[config.mk]
export PLATFORM = sky130hd
export DESIGN_NAME = fir_mdc_job_sched_flat
export DESIGN_NICKNAME = d
export VERILOG_FILES = /design/src/rtl/fir_mdc_job_sched_if.sv /design/src/rtl/fir_mdc_job_sched.sv /design/src/flat_wrapper.sv
export SDC_FILE = /design/constraint.sdc
export NUM_CORES = 1
export LEC_CHECK = 0
export CAP_MARGIN = 20
export CELL_PAD_IN_SITES_DETAIL_PLACEMENT = 1
export CELL_PAD_IN_SITES_GLOBAL_PLACEMENT = 2
export CORE_UTILIZATION = 34
export CTS_CLUSTER_SIZE = 40
export DETAILED_ROUTE_END_ITERATION = 12
export GPL_TIMING_DRIVEN = 0
export PLACE_DENSITY_LB_ADDON = 0.1
export SLEW_MARGIN = 20
export SYNTH_ARGS = -nofsm -noshare
export SYNTH_HDL_FRONTEND = slang
export SYNTH_SLANG_ARGS = --single-unit
[constraint.sdc]
create_clock -name clk_i -period 7.58 [get_ports clk_i]
set_input_delay 2.274 -clock clk_i [delete_from_list [all_inputs] [get_ports clk_i]]
set_output_delay 2.274 -clock clk_i [all_outputs]
set_load 0.05 [all_outputs]
[src/rtl/fir_mdc_job_sched_if.sv]
`default_nettype none
// ============================================================================
// Module   : fir_mdc_job_sched_if
// Brief    : Request/grant, job-issue and event bundle of the FIR job scheduler.
// Revision : 1.0 - initial release
// ============================================================================
interface fir_mdc_job_sched_if #(
   parameter int N_CORES   = 2,
   parameter int N_CONTEXT = 2,
   parameter int LEN_WIDTH = 32
);
   localparam int OWNER_W = (N_CORES > 1) ? $clog2(N_CORES) : 1;
   localparam int CNT_W   = $clog2(N_CONTEXT + 1);

   logic [N_CORES-1:0]                req_i;
   logic [N_CORES-1:0][LEN_WIDTH-1:0] req_len_i;
   logic [N_CORES-1:0]                gnt_o;
   logic                              start_o;
   logic [LEN_WIDTH-1:0]              job_len_o;
   logic [OWNER_W-1:0]                job_owner_o;
   logic                              out_valid_i;
   logic                              out_ready_i;
   logic [N_CORES-1:0]                evt_o;
   logic                              busy_o;
   logic [CNT_W-1:0]                  fifo_cnt_o;
   logic                              err_o;

   modport master (
      output req_i, req_len_i, out_valid_i, out_ready_i,
      input  gnt_o, start_o, job_len_o, job_owner_o, evt_o, busy_o, fifo_cnt_o, err_o
   );

   modport slave (
      input  req_i, req_len_i, out_valid_i, out_ready_i,
      output gnt_o, start_o, job_len_o, job_owner_o, evt_o, busy_o, fifo_cnt_o, err_o
   );
endinterface
`default_nettype wire

[src/rtl/fir_mdc_job_sched.sv]
`default_nettype none
// ============================================================================
// Module   : fir_mdc_job_sched
// Brief    : Round-robin job scheduler sharing one FIR datapath among cores.
// Revision : 1.0 - initial release
// ============================================================================
module fir_mdc_job_sched #(
   parameter int N_CORES   = 2,
   parameter int N_CONTEXT = 2,
   parameter int LEN_WIDTH = 32
) (
   input  wire logic               clk_i,
   input  wire logic               rst_i,
   input  wire logic               clear_i,
   fir_mdc_job_sched_if.slave      bus
);
   localparam int OWNER_W = (N_CORES > 1) ? $clog2(N_CORES) : 1;
   localparam int CNT_W   = $clog2(N_CONTEXT + 1);
   localparam int AW      = (N_CONTEXT > 1) ? $clog2(N_CONTEXT) : 1;
   localparam int ENTRY_W = OWNER_W + LEN_WIDTH;

   typedef enum logic [1:0] {
      ST_IDLE  = 2'd0,
      ST_START = 2'd1,
      ST_RUN   = 2'd2,
      ST_DONE  = 2'd3
   } state_t;

   state_t               state_q, state_d;
   logic [OWNER_W-1:0]   rr_ptr_q, rr_ptr_d;
   logic [ENTRY_W-1:0]   mem_q [N_CONTEXT];
   logic [ENTRY_W-1:0]   mem_d [N_CONTEXT];
   logic [AW-1:0]        wr_ptr_q, wr_ptr_d, rd_ptr_q, rd_ptr_d;
   logic [CNT_W-1:0]     cnt_q, cnt_d;
   logic [LEN_WIDTH-1:0] job_len_q, job_len_d, smp_q, smp_d;
   logic [OWNER_W-1:0]   job_owner_q, job_owner_d;
   logic                 err_q, err_d;

   logic [N_CORES-1:0]   w_gnt;
   logic [OWNER_W-1:0]   w_gnt_idx;
   logic                 w_push, w_pop, w_hs;

   // Highest offset first so the nearest requester at/after the pointer wins.
   always_comb begin : arb
      int idx;
      idx       = 0;
      w_gnt     = '0;
      w_gnt_idx = '0;
      if (!rst_i && !clear_i && (cnt_q != CNT_W'(N_CONTEXT))) begin
         for (int o = N_CORES - 1; o >= 0; o--) begin
            idx = int'(rr_ptr_q) + o;
            if (idx >= N_CORES) idx = idx - N_CORES;
            if (bus.req_i[idx]) begin
               w_gnt      = '0;
               w_gnt[idx] = 1'b1;
               w_gnt_idx  = OWNER_W'(idx);
            end
         end
      end
   end

   assign w_push = |w_gnt;
   assign w_pop  = (state_q == ST_IDLE) && (cnt_q != '0);
   assign w_hs   = bus.out_valid_i & bus.out_ready_i;

   always_comb begin
      state_d     = state_q;
      rr_ptr_d    = rr_ptr_q;
      mem_d       = mem_q;
      wr_ptr_d    = wr_ptr_q;
      rd_ptr_d    = rd_ptr_q;
      job_len_d   = job_len_q;
      job_owner_d = job_owner_q;
      smp_d       = smp_q;
      err_d       = err_q | (w_hs && (state_q != ST_RUN));
      cnt_d       = cnt_q + CNT_W'(w_push) - CNT_W'(w_pop);

      if (w_push) begin
         mem_d[wr_ptr_q] = {w_gnt_idx, bus.req_len_i[w_gnt_idx]};
         wr_ptr_d = (wr_ptr_q == AW'(N_CONTEXT - 1)) ? '0 : wr_ptr_q + AW'(1);
         rr_ptr_d = (w_gnt_idx == OWNER_W'(N_CORES - 1)) ? '0 : w_gnt_idx + OWNER_W'(1);
      end
      if (w_pop) begin
         rd_ptr_d = (rd_ptr_q == AW'(N_CONTEXT - 1)) ? '0 : rd_ptr_q + AW'(1);
      end

      case (state_q)
         ST_IDLE: begin
            if (w_pop) begin
               {job_owner_d, job_len_d} = mem_q[rd_ptr_q];
               state_d = ST_START;
            end
         end
         ST_START: begin
            smp_d   = '0;
            state_d = (job_len_q == '0) ? ST_DONE : ST_RUN;
         end
         ST_RUN: begin
            // Terminal compare happens before the counter could ever wrap.
            if (w_hs) begin
               if ((smp_q + LEN_WIDTH'(1)) == job_len_q) state_d = ST_DONE;
               else smp_d = smp_q + LEN_WIDTH'(1);
            end
         end
         default: state_d = ST_IDLE;
      endcase

      if (clear_i) begin
         state_d     = ST_IDLE;
         rr_ptr_d    = '0;
         wr_ptr_d    = '0;
         rd_ptr_d    = '0;
         cnt_d       = '0;
         job_len_d   = '0;
         job_owner_d = '0;
         smp_d       = '0;
         err_d       = 1'b0;
         for (int i = 0; i < N_CONTEXT; i++) mem_d[i] = '0;
      end
   end

   always_ff @(posedge clk_i or posedge rst_i) begin
      if (rst_i) begin
         state_q     <= ST_IDLE;
         rr_ptr_q    <= '0;
         wr_ptr_q    <= '0;
         rd_ptr_q    <= '0;
         cnt_q       <= '0;
         job_len_q   <= '0;
         job_owner_q <= '0;
         smp_q       <= '0;
         err_q       <= 1'b0;
         for (int i = 0; i < N_CONTEXT; i++) mem_q[i] <= '0;
      end else begin
         state_q     <= state_d;
         rr_ptr_q    <= rr_ptr_d;
         wr_ptr_q    <= wr_ptr_d;
         rd_ptr_q    <= rd_ptr_d;
         cnt_q       <= cnt_d;
         job_len_q   <= job_len_d;
         job_owner_q <= job_owner_d;
         smp_q       <= smp_d;
         err_q       <= err_d;
         mem_q       <= mem_d;
      end
   end

   assign bus.gnt_o       = w_gnt;
   assign bus.start_o     = (state_q == ST_START);
   assign bus.job_len_o   = job_len_q;
   assign bus.job_owner_o = job_owner_q;
   assign bus.evt_o       = (state_q == ST_DONE) ? (N_CORES'(1) << job_owner_q) : '0;
   assign bus.busy_o      = (state_q != ST_IDLE) || (cnt_q != '0);
   assign bus.fifo_cnt_o  = cnt_q;
   assign bus.err_o       = err_q;
endmodule
`default_nettype wire

[src/flat_wrapper.sv]
// flat-port wrapper written by rule: the top's interface ports become plain ports
module fir_mdc_job_sched_flat 
#(
   parameter int N_CORES   = 2,
   parameter int N_CONTEXT = 2,
   parameter int LEN_WIDTH = 32
)
  (clk_i, rst_i, clear_i, bus_req_i, bus_req_len_i, bus_out_valid_i, bus_out_ready_i, bus_gnt_o, bus_start_o, bus_job_len_o, bus_job_owner_o, bus_evt_o, bus_busy_o, bus_fifo_cnt_o, bus_err_o);
  fir_mdc_job_sched_if #(.N_CORES(N_CORES), .N_CONTEXT(N_CONTEXT), .LEN_WIDTH(LEN_WIDTH)) bus_i ();
  input  wire logic clk_i;
  input  wire logic rst_i;
  input  wire logic clear_i;
  input wire logic [$bits(bus_i.req_i)-1:0] bus_req_i;
  input wire logic [$bits(bus_i.req_len_i)-1:0] bus_req_len_i;
  input wire logic [$bits(bus_i.out_valid_i)-1:0] bus_out_valid_i;
  input wire logic [$bits(bus_i.out_ready_i)-1:0] bus_out_ready_i;
  output wire logic [$bits(bus_i.gnt_o)-1:0] bus_gnt_o;
  output wire logic [$bits(bus_i.start_o)-1:0] bus_start_o;
  output wire logic [$bits(bus_i.job_len_o)-1:0] bus_job_len_o;
  output wire logic [$bits(bus_i.job_owner_o)-1:0] bus_job_owner_o;
  output wire logic [$bits(bus_i.evt_o)-1:0] bus_evt_o;
  output wire logic [$bits(bus_i.busy_o)-1:0] bus_busy_o;
  output wire logic [$bits(bus_i.fifo_cnt_o)-1:0] bus_fifo_cnt_o;
  output wire logic [$bits(bus_i.err_o)-1:0] bus_err_o;
  assign bus_i.req_i = bus_req_i;
  assign bus_i.req_len_i = bus_req_len_i;
  assign bus_i.out_valid_i = bus_out_valid_i;
  assign bus_i.out_ready_i = bus_out_ready_i;
  assign bus_gnt_o = bus_i.gnt_o;
  assign bus_start_o = bus_i.start_o;
  assign bus_job_len_o = bus_i.job_len_o;
  assign bus_job_owner_o = bus_i.job_owner_o;
  assign bus_evt_o = bus_i.evt_o;
  assign bus_busy_o = bus_i.busy_o;
  assign bus_fifo_cnt_o = bus_i.fifo_cnt_o;
  assign bus_err_o = bus_i.err_o;
  fir_mdc_job_sched #(.N_CORES(N_CORES), .N_CONTEXT(N_CONTEXT), .LEN_WIDTH(LEN_WIDTH)) u_core (.clk_i(clk_i), .rst_i(rst_i), .clear_i(clear_i), .bus(bus_i));
endmodule
==> results.md, run 1 <==
* First-pass GRT wire length at 42.1 mm
* Hold Crit Class: reg -> reg
* Wire per inst at 20.1 um
* Final worst-path cycle share at 96.3%
* Layout cells sized above 1 at 7.69%
* Synthesis-to-finish area growth at 26.9%
* Multi-input logic area at 4200 um^2
* Via count at 7085
* Reg-to-reg critical path endpoint: u_core.smp_q[6]
* Max Cap Viol at 0
* CP Max Fanout at 10
* Syn Inst Count at 870
* Post-detail-place hpwl at 19.8 mm
* RSZ-0062 raised after global routing: false
* Asr flop ratio synth at 100%
* Clk_lat worst skew at 0.43 ns
* Hold path depth at 2
* GP Congestion at 0.825
* Avg Inst Size Synth at 9.32 um^2
* # clock sinks at 139
* Clk pin slew, worst setup/hold paths at 0.07 ns
* R2R Path Start: u_core.smp_q[0]
* LEAKAGE at 4.45 nW
* Initial DRT Pass Iterations at 10
* Failing checks: design-rule violations
* Fmax at 0.137 GHz
* R2R depth at 13
* #FFs+latches synth at 139
* Setup CP Type: in -> out
* Post-synth EDFFs at 0
* Max-slew violation count at 0
* TritonCTS buffer count at 17
* Drt drc at 1
* Hold Path Origin: u_core.mem_q[30]
* Die H at 156 um
* Largest net degree at the start of global routing at 90
* Die Area at 24500 um^2
* DR iter-0 viols at 258
* Via density at 5.32
* CP startpoint kind: input pin
* Flop-to-flop setup slack at 2.88 ns
* # port buffers at 111
* Core box area at 23400 um^2
* IO Count at 113
* Final hold vios at 0
* Ys flop type: dfrtp_1
* TritonCTS clock tree: yes
* Final number of setup-violating endpoints at 0
* Synth cell types at 61
* Antenna diodes at 0
* Chip width at 156 um
* Sequential cell area at 3480 um^2
* Worst EP arrival at 5.03 ns
* VDD IR max at 138 uV
* Mapped Area at 8110 um^2
* Net count, final at 1080
* Number of nets with antenna violations after routing at 0
* Synthesized net count at 949
* Endpoint type of the worst setup path: output port
* Yosys Warn Count at 0
* Outcome: finished with violations
* Max-slew headroom at 39.3%
* Pwr Density at 330 nW/um^2
* Fillers at 2717
* Initial antenna violation count at 0
* Grt ovf at 0
* Bufs on Longest Clock Path at 2
* H-Tree Depth at 4
* Fin Setup TNS at 0 ns
* Clk root buf: clkbuf_16
* Min Hold Slack at 0.501 ns
* Hold endpoint: u_core.mem_q[30]
* Initial Utilization at 34.6%
* Final wirelength at 26.8 mm
* Seq/Total Area, Yosys at 42.9%
* Gr usage total at 22.8%
* Min Tclk post-route at 7.30 ns
* Row count at 56
* Worst slew pin tran at 0.903 ns
* Worst endpoint required time at 5.31 ns
* Setup Skew at 0.00830 ns
* Vias in the first global route at 7401
-- kinds of logic (layout without fill, tap and decap cells) --
logic type,Yosys count,after routing,share of synthesized area (%)
adder cells (fa/ha/maj),8,8,1.23
AO/OA/AOI/OAI,202,202,16.2
flip-flops,139,139,42.9
XOR/XNOR,39,39,4.38
multiplexers,68,68,8.41
buffers and inverters,97,241,5.35
AND/OR/NAND/NOR,317,317,21.5
-- synth_stat cells, types with 2 or more instances --
| cell type | n | share of area [%] |
|---|---|---|
| and3_1 | 5 | 0.39 |
| nand3b_1 | 3 | 0.28 |
| o311a_1 | 2 | 0.25 |
| o21bai_1 | 5 | 0.46 |
| or2_2 | 4 | 0.31 |
| and4_1 | 14 | 1.5 |
| buf_4 | 8 | 0.74 |
| buf_6 | 3 | 0.42 |
| buf_2 | 13 | 0.80 |
| nor4b_1 | 3 | 0.32 |
| a211oi_1 | 38 | 3.5 |
| a211o_1 | 12 | 1.3 |
| nand3_1 | 87 | 5.4 |
| nor2b_1 | 6 | 0.46 |
| or3_1 | 7 | 0.54 |
| o31ai_1 | 3 | 0.28 |
| inv_1 | 17 | 0.79 |
| mux2i_1 | 67 | 8.3 |
| ha_1 | 8 | 1.2 |
| o211ai_1 | 2 | 0.19 |
| o21ai_0 | 82 | 5.1 |
| nor2_1 | 62 | 2.9 |
| a21oi_1 | 19 | 1.2 |
| or4_1 | 8 | 0.74 |
| nand4_4 | 4 | 1.0 |
| nand2b_1 | 7 | 0.54 |
| a31oi_1 | 4 | 0.31 |
| xnor2_1 | 23 | 2.5 |
| nor4_1 | 17 | 1.3 |
| nand2_1 | 38 | 1.8 |
| and4b_1 | 2 | 0.25 |
| or4_4 | 2 | 0.28 |
| a2bb2oi_1 | 2 | 0.22 |
| xor2_1 | 15 | 1.6 |
| nand4_1 | 16 | 1.2 |
| clkbuf_1 | 44 | 2.0 |
| a2111oi_0 | 3 | 0.32 |
| and2_1 | 6 | 0.46 |
| dfrtp_1 | 139 | 43 |
| a21o_1 | 18 | 1.7 |
| buf_1 | 11 | 0.51 |
| nor3_1 | 22 | 1.4 |
-- metal layers --
layer / track usage [%] / share of wire (%)
met5: 0 / 0
met4: 5.70 / 1.6
met3: 3.41 / 2.2
met2: 39.6 / 50
met1: 29.5 / 46
-- state kept, by name (all words and copies together), names as in the netlist --
register and flops:
u_core.mem_q 66, u_core.bus.job_len_o 32, u_core.smp_q 32, u_core.bus.fifo_cnt_o 2, u_core.state_q 2, u_core.bus.err_o 1
u_core.bus.job_owner_o 1, u_core.rd_ptr_q 1, u_core.rr_ptr_q 1, u_core.wr_ptr_q 1
-- where the power goes --
part | internal (mW) | switching (mW) | leakage [nW] | total, mW
clock | 0.505 | 0.394 | 0.303 | 0.898
combinational | 0.527 | 0.909 | 2.25 | 1.44
sequential | 0.863 | 0.202 | 1.90 | 1.07
-- worst max-delay path, stage by stage --
cell and delay (ns):
clkdlybuf4s50_1 0.51, a211oi_1 0.35, nand3_1 0.21, clkbuf_1 0.30, clkbuf_2 0.35, inv_1 0.19
clkdlybuf4s50_1 0.83
-- layout by cell type (no fill, tap or decap), types with 10 or more instances in the layout --
cell             instances
a21oi_1                 19
clkbuf_1                44
clkdlybuf4s50_1        111
and4_1                  14
nor3_1                  22
o21ai_0                 82
clkbuf_16               17
nand3_1                 87
buf_1                   10
nor4_1                  16
dfrtp_1                139
xnor2_1                 23
nor2_1                  62
nand4_1                 16
a211o_1                 12
xor2_1                  15
a211oi_1                38
a21o_1                  18
inv_1                   16
mux2i_1                 67
buf_2                   13
nand2_1                 38
-- layout make-up --
cell class | count | area share (%)
multi-input combinational | 634 | 40.9
sequential | 139 | 33.8
tap | 319 | 3.88
timing repair buffer | 112 | 11.1
clock buffer | 17 | 4.14
buffer | 80 | 3.61
inverter | 17 | 0.693
clock inverter | 15 | 1.93
-- what timing repair did --
action | 4_1_cts | 5_1_grt
setup buffers | 0 | 0
gates resized for setup | 0 | 1
setup endpoints to repair | 0 | 1
hold buffers | 0 | 0
-- worst max-delay path by stage --
stage / startpoint / endpoint / slack, ns / cells past startpoint
floorplan: clear_i / bus_gnt_o[1] / 1.49 / 6
detailed placement: rst_i / bus_gnt_o[1] / 0.05 / 7
finish: rst_i / bus_gnt_o[1] / 0.28 / 7
global placement: rst_i / u_core.mem_q[23] / -0.80 / 2
CTS: rst_i / bus_gnt_o[1] / 0.03 / 7
global route: rst_i / bus_gnt_o[1] / 0.13 / 7
-- per-stage QoR --
| stage | power [mW] | cell area [um^2] | util, % | std cells | setup WS, ns |
|---|---|---|---|---|---|
| after global routing | 3.58 | 10300 | 43.9 | 1333 | 0.128 |
| final | 3.40 | 10300 | 43.9 | 1333 | 0.278 |
| after global placement | 2.51 | 9620 | 41.1 | 1300 | -0.801 |
| after floorplan | 1.97 | 8110 | - | 870 | 1.49 |
| after detailed placement | 2.53 | 9660 | 41.3 | 1301 | 0.0468 |
| after CTS | 3.44 | 10300 | 43.9 | 1333 | 0.0344 |
(Power assumes the default switching activity.)
==> run 2, diff against run 1 <==
SETUP_SLACK_MARGIN = 0.15   (was default)
==> results.md, run 2 (synthesis gave the netlist of run 1 again) <==
* LEAKAGE at 4.45 nW (about the same)
* Post-detail-place hpwl at 19.8 mm (unchanged)
* H-Tree Depth at 4 (unchanged)
* Fmax at 0.138 GHz (was 0.137 GHz)
* Die Area at 24500 um^2 (unchanged)
* Die H at 156 um (unchanged)
* Hold Path Origin: u_core.mem_q[30] (unchanged)
* TritonCTS buffer count at 17 (unchanged)
* Setup Skew at 0.00830 ns (about the same)
* Vias in the first global route at 7401 (unchanged)
* Setup Slack @ Placement at 0.0468 ns (unchanged)
* Number of nets with antenna violations after routing at 0 (unchanged)
* Final number of setup-violating endpoints at 0 (unchanged)
* Clk pin slew, worst setup/hold paths at 0.07 ns (about the same)
* Worst EP arrival at 4.96 ns (was 5.03 ns)
* Grt ovf at 0 (unchanged)
* Wire per inst at 20.1 um (about the same)
* Row count at 56 (unchanged)
* Via density at 5.31 (was 5.32)
* Initial antenna violation count at 0 (unchanged)
* Design Area, Final at 10300 um^2 (unchanged)
* CP startpoint kind: input pin (unchanged)
* Flop pwr share at 31.3% (about the same)
* Antenna diodes at 0 (unchanged)
* Largest register FFs at 66 (unchanged)
* Initial DRT Pass Iterations at 10 (unchanged)
* Outcome: finished with violations (unchanged)
* Setup CP Type: in -> out (unchanged)
* IO Count at 113 (unchanged)
* Synthesis-to-finish area growth at 26.9% (unchanged)
* Clk root buf: clkbuf_16 (unchanged)
* GP Congestion at 0.825 (unchanged)
* Clk pwr share at 26.4% (about the same)
* Bufs on Longest Clock Path at 2 (unchanged)
* Pwr Density at 330 nW/um^2 (about the same)
* Fillers at 2717 (unchanged)
* Largest register by flop count: u_core.mem_q (unchanged)
* Combinational share of power at 42.2% (about the same)
* P_int at 1.89 mW (about the same)
* Final wirelength at 26.8 mm (about the same)
* First-pass GRT wire length at 42.1 mm (unchanged)
* Gates resized, CTS repair at 1 (was 0)
* Tot Pwr at 3.40 mW (about the same)
* Endpoint type of the worst setup path: output port (unchanged)
* Final worst-path cycle share at 95.4% (was 96.3%)
* Largest net degree at the start of global routing at 90 (unchanged)
* Max-slew headroom at 39.3% (unchanged)
* CTS hold repair buffers at 0 (unchanged)
* Net count, final at 1080 (unchanged)
* Placement Cell Area at 9660 um^2 (unchanged)
* Layout cells sized above 1 at 7.69% (unchanged)
* Via count at 7083 (was 7085)
* Hold endpoint: u_core.mem_q[30] (unchanged)
* VDD IR max at 138 uV (unchanged)
* Drt drc at 1 (unchanged)
* R2R depth at 13 (unchanged)
* TritonCTS clock tree: yes (unchanged)
* Final hold vios at 0 (unchanged)
* Gr usage total at 22.8% (unchanged)
* Final worst slack at 0.350 ns (was 0.278 ns)
* Initial Utilization at 34.6% (unchanged)
* Clk_lat worst skew at 0.43 ns (about the same)
* Hold path depth at 2 (unchanged)
* # port buffers at 111 (unchanged)
* Post-CTS Setup Bufs at 0 (unchanged)
* Worst slew pin tran at 0.903 ns (unchanged)
* Hold Crit Class: reg -> reg (unchanged)
* Min Hold Slack at 0.501 ns (unchanged)
* Core box area at 23400 um^2 (unchanged)
* Most common cell after layout, fill and taps aside: dfrtp_1 (unchanged)
* # clock sinks at 139 (unchanged)
* Sw Ratio at 44.3% (about the same)
* Most frequent cells in the layout: 139 x dfrtp_1, 111 x clkdlybuf4s50_1, 87 x nand3_1, 82 x o21ai_0, 67 x mux2i_1 (unchanged)
* DR iter-0 viols at 258 (unchanged)
* Final Util at 43.9% (unchanged)
* Sw Pwr at 1.50 mW (about the same)
* Crit path launch: rst_i (unchanged)
* Chip width at 156 um (unchanged)
* Max Cap Viol at 0 (unchanged)
* Worst endpoint required time at 5.31 ns (about the same)
* Reg-to-reg critical path endpoint: u_core.smp_q[6] (unchanged)
* Max-slew violation count at 0 (unchanged)
* Min Tclk post-route at 7.23 ns (was 7.30 ns)
* RSZ-0062 raised after global routing: false (unchanged)
* CP Max Fanout at 10 (unchanged)
* Flop-to-flop setup slack at 2.88 ns (about the same)
* R2R Path Start: u_core.smp_q[0] (unchanged)
* Failing checks: design-rule violations (unchanged)
## run 2: cell count changes in the layout (fill, tap and decap cells not counted), sizes merged
| cell | previous run | this run |
|---|---|---|
| clkbuf | 63 | 62 |
| buf | 35 | 36 |
## run 2: critical path, cell delays in order
cell and delay, ns:
clkdlybuf4s50_1 0.51, a211oi_1 0.35, nand3_1 0.21, clkbuf_1 0.30
buf_2 0.32, inv_1 0.16, clkdlybuf4s50_1 0.82
## run 2: power by group through the flow
stage	logic [mW]	clock network, mW	registers [mW]
after floorplan	0.681	0	1.29
after global placement	1.43	0	1.08
after detailed placement	1.45	0	1.08
after CTS	1.45	0.916	1.07
after global routing	1.55	0.946	1.08
final	1.44	0.898	1.07
## run 2: metrics by stage
stage	std cells	setup TNS [ns]
after global placement	1300	-110.35
after detailed placement	1301	0
after floorplan	870	0
after global routing	1333	0
after CTS	1333	0
final	1333	0
## run 2: final cells by class
cell class / instances / area (um^2) / share of cell area, %
buffer: 80 / 372 / 3.61
timing repair buffer: 112 / 1140 / 11.1
sequential: 139 / 3480 / 33.8
inverter: 17 / 71.3 / 0.693
clock buffer: 17 / 425 / 4.14
tap: 319 / 399 / 3.88
multi-input combinational: 634 / 4200 / 40.9
clock inverter: 15 / 199 / 1.93
## run 2: worst max path at each step
stage,slack (ns),to,cells past startpoint
finish,0.35,bus_gnt_o[1],7
global route,0.21,bus_gnt_o[1],7
CTS,0.32,bus_gnt_o[1],7
detailed placement,0.05,bus_gnt_o[1],7
global placement,-0.80,u_core.mem_q[23],2
floorplan,1.49,bus_gnt_o[1],6
## run 2: metal layers
layer	global-route usage [%]	routed length [um]
met5	0	0
met1	29.5	12400
met4	5.70	439
met3	3.41	602
met2	39.6	13400
==> edit 1, RTL diff (config.mk and constraints of run 2) <==
Reset style: synchronous (`rst_i`), changed in one clocked block.
--- a/src/rtl/fir_mdc_job_sched.sv
+++ b/src/rtl/fir_mdc_job_sched.sv
@@ -121,3 +121,3 @@
 
-   always_ff @(posedge clk_i or posedge rst_i) begin
+   always_ff @(posedge clk_i) begin
       if (rst_i) begin
Behaviour: differs if rst_i is asserted again (counterexample within 4 cycles, from zero or initial values and one cycle with rst_i high); with rst_i held inactive, the same outputs for 4 cycles.
==> edit 1 against run 2 <==
Synthesized cell count is 1.8% lower. Via count fell by 0.62%. Synthesized area decreased by 7.4%. Routed wire length decreased by 1.0%. Final area shrank 7.3%. Final cell count is 4.5% lower. Register-to-register slack better by 0.32 ns. Setup slack improved by 0.16 ns. Global-route usage rose by 1.6 points. Clock skew is 0.0060 ns higher. Sequential cell count unchanged.
Power is not compared: it rests on default switching activity, and its combinational part moved more than twofold at a synthesized area within 25%.
==> edit 1: results (changes against run 2) <==
| Metric | Value |
|---|---|
| Dpl ws | 0.4256 ns (was 0.04681 ns) |
| Routability-driven placement congestion ratio | 0.8753 (was 0.8247) |
| Detail Route met3 WL | 960 um (was 602 um) |
| Yosys cell types | 69 (was 61) |
| Worst-margin pin slew | 1.055 ns (was 0.9030 ns) |
| Ys async rst share | 0% (was 100.0%) |
| Routed vias | 7039 (was 7083) |
| Largest net degree at the start of global routing | 17 (was 90) |
| Met2 Use GR | 40.97% (was 39.63%) |
| Met2 routed WL | 12.79 mm (was 13.37 mm) |
| Port bufs | 112 (was 111) |
| Status | finished, final reports clean (was finished, violations left) |
| M3 GR Usage | 3.697% (was 3.406%) |
| DR vias/cell | 5.529 (was 5.314) |
| DR WL/cell | 20.85 um (was 20.12 um) |
| Vias in the first global route | 7071 (was 7401) |
| Post-synth top cells | dfxtp_1, nor2_1, a211oi_1 (was dfrtp_1, nand3_1, o21ai_0) |
| Most frequent cell after synthesis | dfxtp_1 (was dfrtp_1) |
| Cells after synthesis | 854 (was 870) |
| Mapped Nets | 932 (was 949) |
| Share of cells above drive strength 1 | 7.014% (was 7.692%) |
| Post_cts resized | 0 (was 1) |
| Total GRT Usage | 24.43% (was 22.80%) |
| Clock Skew | 0.01432 ns (was 0.008298 ns) |
| Post-Place Cell Area | 0.008971 mm2 (was 0.009659 mm2) |
| CP Max Fanout | 7 (was 10) |
==> edit 1: cell types whose count changed after synthesis, moves of 12 or more <==
cell	change
a211oi_1	+60
o2111ai_1	+12
nor2_1	+60
nand3_1	-59
dfrtp_1	-139
o21ai_0	-78
o311ai_0	+12
clkbuf_1	+17
a211o_1	-12
dfxtp_1	+139
a21o_1	-16
a21oi_1	-13
==> edit 1: critical path: stages <==
cell	delay [ns]
clkdlybuf4s50_1	0.43
nor2_1	0.29
o2111ai_1	0.59
inv_1	0.29
buf_4	0.14
clkdlybuf4s50_1	0.78
==> edit 1: area by class of cell <==
type | instances | area [um2] | area share, %
multi-input combinational | 615 | 4292 | 45.02
sequential | 139 | 2783 | 29.19
timing repair buffer | 112 | 1121 | 11.76
clock buffer | 18 | 429.2 | 4.502
buffer | 83 | 367.9 | 3.859
tap | 275 | 344.1 | 3.610
clock inverter | 14 | 131.4 | 1.378
inverter | 17 | 63.81 | 0.6695
==> edit 1: final timing paths <==
check | start | end | slack [ns] | cells past startpoint
worst min register to register | u_core.bus.err_o$_SDFF_PP0_ | u_core.bus.err_o$_SDFF_PP0_ | 0.48 | 2
worst max register to register | u_core.smp_q[0]$_SDFFE_PP0P_ | u_core.smp_q[10]$_SDFFE_PP0P_ | 3.20 | 11
worst min-delay path | u_core.bus.err_o$_SDFF_PP0_ | u_core.bus.err_o$_SDFF_PP0_ | 0.48 | 2
worst max-delay path | clear_i | bus_gnt_o[1] | 0.51 | 6
==> edit 1: logic make-up after synthesis <==
kind of cell             Yosys count  synth area share [%]
multiplexers                      70                 9.335
AND/OR/NAND/NOR                  296                 20.49
buffers and inverters            100                 5.751
AO/OA/AOI/OAI                    194                 20.59
flip-flops                       139                 37.07
adder cells (fa/ha/maj)            7                 1.167
XOR/XNOR                          48                 5.601
==> edit 2, RTL diff (settings of run 2) <==
Made on the original files. `N_CONTEXT` is set to 2 in 3 places; all go to 1.
--- a/src/rtl/fir_mdc_job_sched_if.sv
+++ b/src/rtl/fir_mdc_job_sched_if.sv
@@ -8,3 +8,3 @@
    parameter int N_CORES   = 2,
-   parameter int N_CONTEXT = 2,
+   parameter int N_CONTEXT = 1,
    parameter int LEN_WIDTH = 32
--- a/src/rtl/fir_mdc_job_sched.sv
+++ b/src/rtl/fir_mdc_job_sched.sv
@@ -8,3 +8,3 @@
    parameter int N_CORES   = 2,
-   parameter int N_CONTEXT = 2,
+   parameter int N_CONTEXT = 1,
    parameter int LEN_WIDTH = 32
--- a/src/flat_wrapper.sv
+++ b/src/flat_wrapper.sv
@@ -4,3 +4,3 @@
    parameter int N_CORES   = 2,
-   parameter int N_CONTEXT = 2,
+   parameter int N_CONTEXT = 1,
    parameter int LEN_WIDTH = 32
Ports: changed (resized bus_fifo_cnt_o); port bits go from 113 to 112. The function was not compared with the original's and may differ.
==> edit 2 against run 2 <==
The flow still finishes with violations (DRC). Sequential cell count fell by 36. Die area down 23%. Routed wire length shrank 12%. Setup slack better by 0.065 ns. Synthesized area down 23%. Fmax up 0.90%. Largest cell class unchanged. Worst hold slack worse by 0.0096 ns. Highest routed layer unchanged. Critical path type unchanged. Final area down 23%. Non-clock buffer count fell by 22.
Power is not compared: it rests on default switching activity, and its combinational part moved more than twofold at a synthesized area within 25%.
==> edit 2: results (changes against run 2) <==
| Metric | Value |
|---|---|
| Status | finished, violations left (unchanged) |
| First-pass GRT wire length | 36.41 mm (was 42.10 mm) |
| Pwr/cell area | 173.9 mW/mm2 |
| Synth top area cells | dfrtp_1, nand2_1, o21ai_0 (was dfrtp_1, mux2i_1, nand3_1) |
| Vias in the first global route | 6370 (was 7401) |
| Total GRT Usage | 26.22% (was 22.80%) |
| DR WL/cell | 22.81 um (was 20.12 um) |
| Mapped Nets | 756 (was 949) |
| Fillers | 2057 (was 2717) |
| Port bufs | 111 (unchanged) |
| Dpl ws | 0.3788 ns (was 0.04681 ns) |
| Post-DP HPWL | 17.63 mm (was 19.84 mm) |
| Post_cts resized | 0 (was 1) |
| Worst skew pair latency | 0.36 ns (was 0.43 ns) |
| Root buffer cell | clkbuf_16 (unchanged) |
| Share of cells above drive strength 1 | 6.939% (was 7.692%) |
| Ys async rst share | 100.0% (unchanged) |
| Clock Skew | 0.009019 ns (was 0.008298 ns) |
| # Post-CTS Setup Buffers | 0 (unchanged) |
| Largest net degree at the start of global routing | 72 (was 90) |
| Maximum VDD drop | 0.1183 mV |
| Routability-driven placement congestion ratio | 0.9449 (was 0.8247) |
| Final nets | 879 (was 1080) |
| Top reg by flops | u_core.mem_q (unchanged) |
| Hold Crit Start | u_core.mem_q[23]$_DFFE_PP0P_ (was u_core.mem_q[30]$_DFFE_PP0P_) |
| Clock Path Buffers | 2 (unchanged) |
| Worst Setup SP | rst_i (unchanged) |
| Hold Path Class | reg -> reg (unchanged) |
| Leakage | 3.171 nW |
| Post-Place Cell Area | 0.007637 mm2 (was 0.009659 mm2) |
| H-tree levels | 3 (was 4) |
| First-pass detailed-route iteration total | 8 (was 10) |
| Top_reg_cell synth | dfrtp_1 (unchanged) |
| Routed vias | 6043 (was 7083) |
| Kind of critical path | in -> out (unchanged) |
| 1st-iter DRT viols | 356 (was 258) |
| Diode count | 0 (unchanged) |
| Yosys warns | 0 (unchanged) |
| CP arrival | 4.89 ns (was 4.96 ns) |
| R2R Path Start | u_core.smp_q[0]$_DFFE_PP0P_ (unchanged) |
| Max reg flops | 33 (was 66) |
| Yosys cell types | 54 (was 61) |
| Total CTS buffers | 9 (was 17) |
| Sequential share of the synthesized area | 41.52% (was 42.90%) |
| Initial antenna violation count | 0 (unchanged) |
| Post-synth top cells | dfrtp_1, nand2_1, o21ai_0 (was dfrtp_1, nand3_1, o21ai_0) |
| CP Max Fanout | 10 (unchanged) |
| CTS clk-pin slew, worst paths | 0.07 ns (about the same) |
| Residual DRC | 2 (was 1) |
| Slew HR | 49.03% (was 39.30%) |
| Failing checks | DRC (unchanged) |
-- edit 2: path summary, 6_finish.rpt --
| path | end | slack, ns | depth (start not counted) |
|---|---|---|---|
| max | bus_gnt_o[1] | 0.41 | 6 |
| min reg2reg | u_core.bus.job_len_o[23]$_DFFE_PP0P_ | 0.49 | 1 |
| min in group asynchronous | u_core.mem_q[29]$_DFFE_PP0P_ | 2.30 | 2 |
| min | u_core.bus.job_len_o[23]$_DFFE_PP0P_ | 0.49 | 1 |
| max in group asynchronous | u_core.smp_q[23]$_DFFE_PP0P_ | 4.61 | 3 |
| max reg2reg | u_core.smp_q[13]$_DFFE_PP0P_ | 3.42 | 11 |
-- edit 2: where the power goes --
part	internal [mW]	switching (mW)	leakage (nW)
sequential	0.569	0.0212	1.42
combinational	0.0938	0.163	1.59
clock	0.304	0.235	0.162
-- edit 2: critical path: stages --
cell             delay [ns]
clkdlybuf4s50_1        0.48
nor3_1                 0.21
and3_1                 0.22
clkbuf_1               0.42
clkbuf_1               0.40
clkdlybuf4s50_1        0.89
-- edit 2: metrics by stage --
step / power (mW) / hold slack (ns) / std cells
2_1_floorplan: 0.7344 / 0.4580 / 679
3_3_place_gp: 0.8453 / 0.4708 / 1019
3_5_place_dp: 0.8557 / 0.4741 / 1020
4_1_cts: 1.393 / 0.4933 / 1036
5_1_grt: 1.437 / 0.5166 / 1036
6_report: 1.386 / 0.4916 / 1036
-- edit 2: cell type report --
type	instances	area share (%)
Inverter	9	0.4867
Sequential cell	103	32.34
Multi-Input combinational cell	509	41.75
Buffer	58	3.376
Timing Repair Buffer	112	14.29
Clock buffer	11	3.046
Tap cell	229	3.596
Clock inverter	5	1.115
-- edit 2: per-layer routing --
layer  wire (um)  track usage, %  vias up
li1            -               -     2787
met2       11190           42.76      154
met3        1028           3.815       39
met5           0               0        -
met4         676           11.42        0
met1       10740           34.39     3063
-- edit 2: logic make-up (layout without fill, tap and decap cells) --
kind of cell | after synthesis | after routing | synth area share (%)
adder cells (fa/ha/maj) | 6 | 6 | 1.209
AND/OR/NAND/NOR | 242 | 242 | 21.00
buffers and inverters | 67 | 195 | 4.878
XOR/XNOR | 38 | 38 | 5.362
flip-flops | 103 | 103 | 41.52
AO/OA/AOI/OAI | 202 | 202 | 22.62
multiplexers | 21 | 21 | 3.407
